**config.mk**
```make
export PLATFORM = sky130hd
export DESIGN_NAME = uart_rx_drain_ctrl
export DESIGN_NICKNAME = d
export VERILOG_FILES = /design/src/rtl/uart_rx_drain_ctrl.sv
export SDC_FILE = /design/constraint.sdc
export NUM_CORES = 1
export LEC_CHECK = 0
export CAP_MARGIN = 30
export CORE_UTILIZATION = 35
export CTS_CLUSTER_DIAMETER = 200
export CTS_CLUSTER_SIZE = 24
export DETAILED_ROUTE_END_ITERATION = 10
export GPL_TIMING_DRIVEN = 0
export MAX_ROUTING_LAYER = met4
export PLACE_DENSITY = 0.59
export SLEW_MARGIN = 30
export SYNTH_ARGS = -nofsm -noshare
export SYNTH_HDL_FRONTEND = slang
export SYNTH_SLANG_ARGS = --single-unit
```
**constraint.sdc**
```tcl
create_clock -name clk -period 2.45 [get_ports clk]
set_input_delay 0.49 -clock clk [delete_from_list [all_inputs] [get_ports clk]]
set_output_delay 0.49 -clock clk [all_outputs]
set_load 0.01 [all_outputs]
```
**src/rtl/uart_rx_drain_ctrl.sv**
```systemverilog
// uart_rx_drain_ctrl: drains the UART receiver FIFO into a valid/ready byte stream
// and merges sticky status bits into one maskable interrupt.
module uart_rx_drain_ctrl #(
   parameter int TIMEOUT_CYC = 1024,
   parameter int TO_W        = 16,
   parameter int BURST_MAX   = 16
) (
   input  logic       clk,
   input  logic       resetn,
   input  logic       ctrl_en,
   input  logic       flush,
   input  logic       rx_empty,
   input  logic       rx_thr,
   input  logic       rx_busy,
   input  logic       rx_wr,
   input  logic [7:0] rx_data,
   input  logic       rx_pe,
   input  logic       rx_fre,
   input  logic       rx_ov,
   output logic       rx_read_en,
   output logic       out_valid,
   input  logic       out_ready,
   output logic [7:0] out_data,
   output logic [1:0] out_err,
   input  logic [3:0] irq_mask,
   input  logic [3:0] irq_clr,
   output logic [3:0] irq_status,
   output logic       irq
);
   typedef enum logic [1:0] {IDLE, READ, WAIT, PRESENT} state_t;

   localparam logic [TO_W-1:0] TO_LAST = TO_W'(TIMEOUT_CYC - 1);
   localparam logic [4:0]      BMAX    = 5'(BURST_MAX);

   state_t          state_q, state_d;
   logic [TO_W-1:0] to_cnt_q, to_cnt_d;
   logic [4:0]      burst_cnt_q, burst_cnt_d;
   logic [7:0]      out_data_q, out_data_d;
   logic [1:0]      out_err_q, out_err_d;
   logic [3:0]      status_q, status_d, status_set;
   logic            rx_read_en_q, rx_read_en_d;
   logic            out_valid_q, out_valid_d;
   logic            rx_ov_q;
   logic            to_hit, trig, pop;

   always_comb begin
      to_hit      = to_cnt_q == TO_LAST;
      trig        = ctrl_en & ~rx_empty & (rx_thr | to_hit | flush);
      pop         = rx_read_en_q & ~rx_wr;
      state_d     = state_q;
      burst_cnt_d = burst_cnt_q;
      out_data_d  = out_data_q;
      out_err_d   = out_err_q;
      case (state_q)
         IDLE: begin
            state_d     = trig ? READ : IDLE;
            burst_cnt_d = trig ? 5'd0 : burst_cnt_q;
         end
         // a same-cycle FIFO write swallows the pop, so it is re-issued
         READ: state_d = rx_wr ? READ : WAIT;
         WAIT: begin
            state_d     = PRESENT;
            out_data_d  = rx_data;
            out_err_d   = {rx_pe, rx_fre};
            burst_cnt_d = burst_cnt_q + 5'd1;
         end
         default: if (out_ready)
            state_d = (ctrl_en & ~rx_empty & (burst_cnt_q < BMAX)) ? READ : IDLE;
      endcase
      // held at the terminal value so a blocked timeout fires once re-enabled
      to_cnt_d     = (rx_busy | rx_empty | pop) ? '0 :
                     (state_q == IDLE && !to_hit) ? to_cnt_q + 1'b1 : to_cnt_q;
      status_set   = {rx_ov & ~rx_ov_q,
                      (state_q == WAIT) & (rx_pe | rx_fre),
                      (state_q == IDLE) & trig & ~rx_thr & to_hit,
                      (state_q == IDLE) & trig & rx_thr};
      status_d     = (status_q & ~irq_clr) | status_set;
      rx_read_en_d = state_d == READ;
      out_valid_d  = state_d == PRESENT;
   end

   always_ff @(posedge clk or negedge resetn) begin
      if (!resetn) begin
         state_q      <= IDLE;
         to_cnt_q     <= '0;
         burst_cnt_q  <= '0;
         out_data_q   <= '0;
         out_err_q    <= '0;
         status_q     <= '0;
         rx_read_en_q <= 1'b0;
         out_valid_q  <= 1'b0;
         rx_ov_q      <= 1'b0;
      end else begin
         state_q      <= state_d;
         to_cnt_q     <= to_cnt_d;
         burst_cnt_q  <= burst_cnt_d;
         out_data_q   <= out_data_d;
         out_err_q    <= out_err_d;
         status_q     <= status_d;
         rx_read_en_q <= rx_read_en_d;
         out_valid_q  <= out_valid_d;
         rx_ov_q      <= rx_ov;
      end
   end

   assign rx_read_en = rx_read_en_q;
   assign out_valid  = out_valid_q;
   assign out_data   = out_data_q;
   assign out_err    = out_err_q;
   assign irq_status = status_q;
   assign irq        = |(status_q & irq_mask);
endmodule

```
; Word level (Yosys, flattened, before mapping)
; Cells that the tools add are included.
[totals]
memories = 0
output_inout_bits = 17
reg_bits = 40
ramBits = 0
rom_bits = 0
inputBits = 28
wordCells = 57
latchBits = 0
[op_classes]
addsub = 2
div_mod_pow = 0
n_mux = 9
bitwise_logic = 23
eq_ne = 6
order_cmp = 1
reduce_logical = 7
shift = 0
multipliers = 0
[ops]
columns = cell, count
row1 = 16-bit 2-to-1 mux, 2
row2 = 16-bit by 1-bit adder with 16-bit output (second input constant), 1
row3 = 16-bit by 10-bit == test with 1-bit output (second input constant), 1
row4 = 1-bit AND, 10
row5 = 5-bit case mux with 2 select lines, 1
row6 = 4-bit AND, 2
row7 = 2-bit case mux with 3 select lines, 1
row8 = 5-bit by 1-bit adder with 5-bit output (second input constant), 1
row9 = 5-bit < comparator (second input constant), 1
row10 = 5-bit 2-to-1 mux, 1
row11 = 1-bit bitwise OR, 5
row12 = 2-bit by 1-bit == test with 1-bit output (second input constant), 2
row13 = 2-bit == test (second input constant), 2
row14 = 2-bit 2-to-1 mux, 2
row15 = 1-bit inverter, 4
row16 = 4-bit inverter, 1
row17 = 4-bit bitwise OR, 1
row18 = 2-bit nonzero test, 2
row19 = 4-bit OR reduction, 1
row20 = 2-bit zero test, 1
row21 = 1-bit 2-to-1 mux, 2
row22 = 2-bit inequality test (second input constant), 1
row23 = 2-bit AND reduction, 1
row24 = 1-bit logical AND, 1
row25 = 1-bit zero test, 1

; Depth between registers and ports, before layout
; Gate-level depths: netlist (run 1).
[logic_depth]
depth_word = 8
depth_mapped = 6
ltp_nobuf = 5

; Worst setup path before layout (run 1)
; OpenSTA, ideal clock, no wires.
[synth_path]
path_type = register to register
from = reg to_cnt_q[0]
to = reg to_cnt_q[6]
n_path_buf = 0
stages_incl_launch_ff = 6
period_less_slack_ps = 1835
path_slack_ps = 615
required_ps = 2383
t_arrival_ps = 1767
setup_ps = 67
cell_sequence = dfrtp_1 -> ha_1 -> and3_1 -> and4bb_4 -> or4_2 -> nand2_1
[synth_between]
elab_chain_cells = 4
elab_cells_between_ends = 7
classes_between = 1 x add/sub / 1 x eq/ne / 2 x mux / 3 x reduce/logical
[synth_lines]
columns = item, line
row1 = start: declaration, 36  ; logic [TO_W-1:0] to_cnt_q, to_cnt_d;
row2 = start signal: assignment, 95  ; to_cnt_q <= to_cnt_d;
row3 = branches (longest 4 deep; another with 16-bit by 1-bit adder with 16-bit output), -
; Parallel ways; which one is timed is not known. The select of a mux whose other input is x is not followed.
; A chain may end at the register's enable or synchronous reset.

; Worst setup path after layout (run 1)
[layout_path]
from = in irq_mask[2]
to = out irq
[layout_between]
elab_chain_cells = 2
[layout_lines]
columns = item, line
row1 = start: declaration, 25  ; input logic [3:0] irq_mask,
row2 = 4-bit AND, 111  ; assign irq = |(status_q & irq_mask);
row3 = 4-bit OR reduction, 111
row4 = end: declaration, 28  ; output logic irq
; No other way between the ends.

==> results of run 1 <==
==> per-layer routing <==
| metal | track usage [%] | vias to the layer above | wire length [um] |
|---|---|---|---|
| met4 | 6.731 | 0 | 51 |
| met3 | 3.929 | 5 | 218 |
| met2 | 23.84 | 43 | 1829 |
| li1 | - | 848 | - |
| met1 | 22.92 | 784 | 2194 |
| met5 | - | - | 0 |
==> power by group through the flow <==
stage	registers [uW]	logic (uW)	clock network (uW)
2_1_floorplan	973	398	0
3_3_place_gp	935	821	0
3_5_place_dp	937	832	0
4_1_cts	931	836	424
5_1_grt	954	935	453
6_report	932	826	404
==> registers in the layout, summed over array words and instances, names as in the netlist <==
register     flops
to_cnt_q        16
out_data         8
burst_cnt_q      5
irq_status       4
out_err          2
state_q          2
out_valid        1
rx_ov_q          1
rx_read_en       1
==> worst max-delay path: cells and delay by family <==
family          cells  cell delay, ns
compound gates      1            0.18
simple gates        1            0.06
buf+inv             2            0.87
==> final cells by class <==
cell class	count	area share, %
flip-flops and latches	40	38.72
clock inverters	1	0.1936
plain buffers	7	1.452
multi-input cells	152	34.22
clock buffers	6	2.807
inverters	9	1.307
well taps	70	3.388
repair buffers	45	17.91
==> kinds of logic after synthesis <==
group	after synthesis
XOR/XNOR	1
buffers and inverters	16
multiplexers	2
AO/OA/AOI/OAI	46
adder cells (fa/ha/maj)	2
flip-flops	40
AND/OR/NAND/NOR	101
==> metrics by stage <==
stage / TNS, ns / setup WS [ns]
final: 0 / 0.3533
after detailed placement: 0 / 0.2658
after floorplan: 0 / 0.6155
after global placement: -7.951 / -0.2007
after global routing: 0 / 0.2535
after CTS: 0 / 0.3474
==> synth_stat cells (all sizes together), types with 2 or more instances <==
| library cell | count |
|---|---|
| and4 | 2 |
| a211oi | 2 |
| nor2 | 8 |
| o21ai | 11 |
| nor3 | 6 |
| and3 | 4 |
| nand2b | 4 |
| dfrtp | 40 |
| o211ai | 2 |
| buf | 2 |
| nand4 | 4 |
| o31ai | 6 |
| a21oi | 14 |
| clkbuf | 5 |
| o22ai | 2 |
| or3 | 3 |
| a22oi | 2 |
| or4 | 8 |
| a211o | 3 |
| nand3 | 11 |
| inv | 9 |
| nand2 | 44 |
| ha | 2 |
| mux2i | 2 |
==> path summary, 6_finish.rpt <==
check	to	cells after the start	slack (ns)
setup / recovery	irq	4	0.35
hold / removal	out_err[0]	1	0.14
setup reg to reg	to_cnt_q[6]	5	0.47
hold reg to reg	irq_status[3]	1	0.43
max in group asynchronous	to_cnt_q[13]	2	1.84
min in group clk	irq_status[3]	1	0.43
==> flow_summary_export.csv, run 1 <==
group,metric,value,unit
timing,period_minus_slack,2.097,ns
clock_tree,worst_skew_pair.late_latency,0.28,ns
synthesis,ys_warn_count,0,
final_layout,mostFrequentLayoutCells,"nand2_1, clkdlybuf4s50_1, dfrtp_1",
route,vias_per_cell,5.091,
route,antenna_left,0,
placed_design,gp_congestion,0.7365,
clock_tree,clock_path_buffers,2,
timing,finalHoldViolCount,0,
floorplan,initial_core_util,37.36,%
worst_setup_path,worstPathRequired,1.96,ns
worst_setup_path,crit_fanout,1,
route,drt-total-wl,4294,um
placed_design,place_inst,323,
global_route,track_usage,16.79,%
timing,finalSetupViolCount,0,
worst_setup_path,criticalPathCategory,"in -> out",
worst_setup_path,cp-end-kind,"output port",
synthesis,synth-xor-area-share,0.4476,%
final_layout,drive_above_1_share,8.846,%
synthesis,yosysTopAreaCell,"dfrtp_1",
floorplan,io_pins,45,
final_layout,design_area,0.002585,mm2
final_layout,n_fill_cell,492,
power,pwr-share-comb,38.2,%
global_route,grt_pass1_wl,7652,um
global_route,grt_overflow,0,
route,drt_pass1_iterations,4,
worst_setup_path,r2r-start,"to_cnt_q[0]",
final_layout,multi_input_area,884.6,um2
synthesis,synth_enable_flop_cells,0,
synthesis,syn_area,0.001957,mm2
clock_tree,path_clk_slew,0.07,ns
flow_run,drv_cap,0,
clock_tree,cts_root_buffer,"clkbuf_8",
clock_tree,cts_num_sinks,40,
timing,relSlewSlack,45.46,%
clock_tree,holdBufCountCts,0,
final_layout,regArea,0.001001,mm2
clock_tree,cts_tree,"yes",
synthesis,syn_inst,208,
synthesis,syn_nets,238,
timing,fmax,476.9,MHz
final_layout,fin_util,49.36,%
synthesis,postSynthAreaPerCell,9.408,um2
global_route,antenna_found_initial,0,
floorplan,fp.dieW,76.78,um
timing,rsz0062_at_grt,"false",
synthesis,synth_compound_area_share,14.83,%
placed_design,placed_cell_area,0.002507,mm2
worst_setup_path,critPathMaxStageDelay,0.47,ns
route,drc,0,
timing,hold_ws,0.1442,ns
power,sw_frac_of_total,34.49,%
synthesis,yosys-top-cells-area,"dfrtp_1, nand2_1, a21oi_1",
placed_design,place_hpwl,3170,um
timing,worst_pin_slew,0.8132,ns
floorplan,die_h,76.78,um
worst_setup_path,crit_path_cell_trace,"clkdlybuf4s50_1 > a22oi_1 > nand2_1 > clkdlybuf4s50_1",
status,outcome,"completed",
placed_design,portBuffers,44,
timing,period_share,85.58,%
worst_setup_path,cp_data_arrival_time,1.61,ns
synthesis,ys_ff_latch,40,
floorplan,core-area,0.005238,mm2
clock_tree,cts_buffers,5,
synthesis,synth_top_area_share,51.15,%
synthesis,ys.flop_type,"dfrtp_1",
synthesis,yosys.area_share.adder,1.279,%
synthesis,yosys-mux-area-fraction,1.023,%
final_layout,final_common_cell,"nand2_1",
global_route,grt_pass1_vias,1609,
synthesis,synth-async-reset-ratio,100.0,%
power,power.internal,1416,uW
final_layout,area_growth,32.10,%
hold_path,min_path_type,"in -> async",
synthesis,synth-simple-area-share,27.62,%
final_layout,antenna_cells,0,
route,avgRoutedWirePerCell,13.01,um
synthesis,synth-seq-area-share,51.15,%
worst_setup_path,cp_slowest_cell,"clkdlybuf4s50_1",
final_layout,finalNonFillerCells,330,
route,vias,1680,
floorplan,die_area,0.005894,mm2
power,p_leak,0.001099,uW
clock_tree,htreeDepth,2,
route,drtIter0Drc,101,
power,powerDensity,836.3,mW/mm2
power,max-vdd-ir-drop,457.7,uV
worst_setup_path,crit_start,"irq_mask[2]",
power,power.total,2162,uW
synthesis,synth_top_family_by_area,"simple AND/OR/NAND/NOR gates",
timing,report.final.slew_viol_count,0,
global_route,grt_max_degree,24,
power,pwr-share-clk,18.7,%
synthesis,synth_cell_types,43,
power,p_sw,745.5,uW
timing,skew,0.007529,ns
worst_setup_path,startpoint_type,"input port",
power,sequentialPowerShare,43.1,%
floorplan,std_cell_rows,26,
clock_tree,cts_setup_buffers,0,
clock_tree,cts_resized,0,
final_layout,finalNetCount,290,
worst_setup_path,cpMostUsedCell,"clkdlybuf4s50_1",
Note: power is estimated with default switching activity, not from simulation.
==> run 2: changes to the inputs <==
--- a/config.mk
+++ b/config.mk
@@ -5,6 +5,7 @@
 export SDC_FILE = /design/constraint.sdc
 export NUM_CORES = 1
 export LEC_CHECK = 0
+export ABC_CLOCK_PERIOD_IN_PS = 2450
 export CAP_MARGIN = 30
 export CORE_UTILIZATION = 35
 export CTS_CLUSTER_DIAMETER = 200
==> results of run 2 <==
Final layout, timing and power as in run 1 (identical DEF).
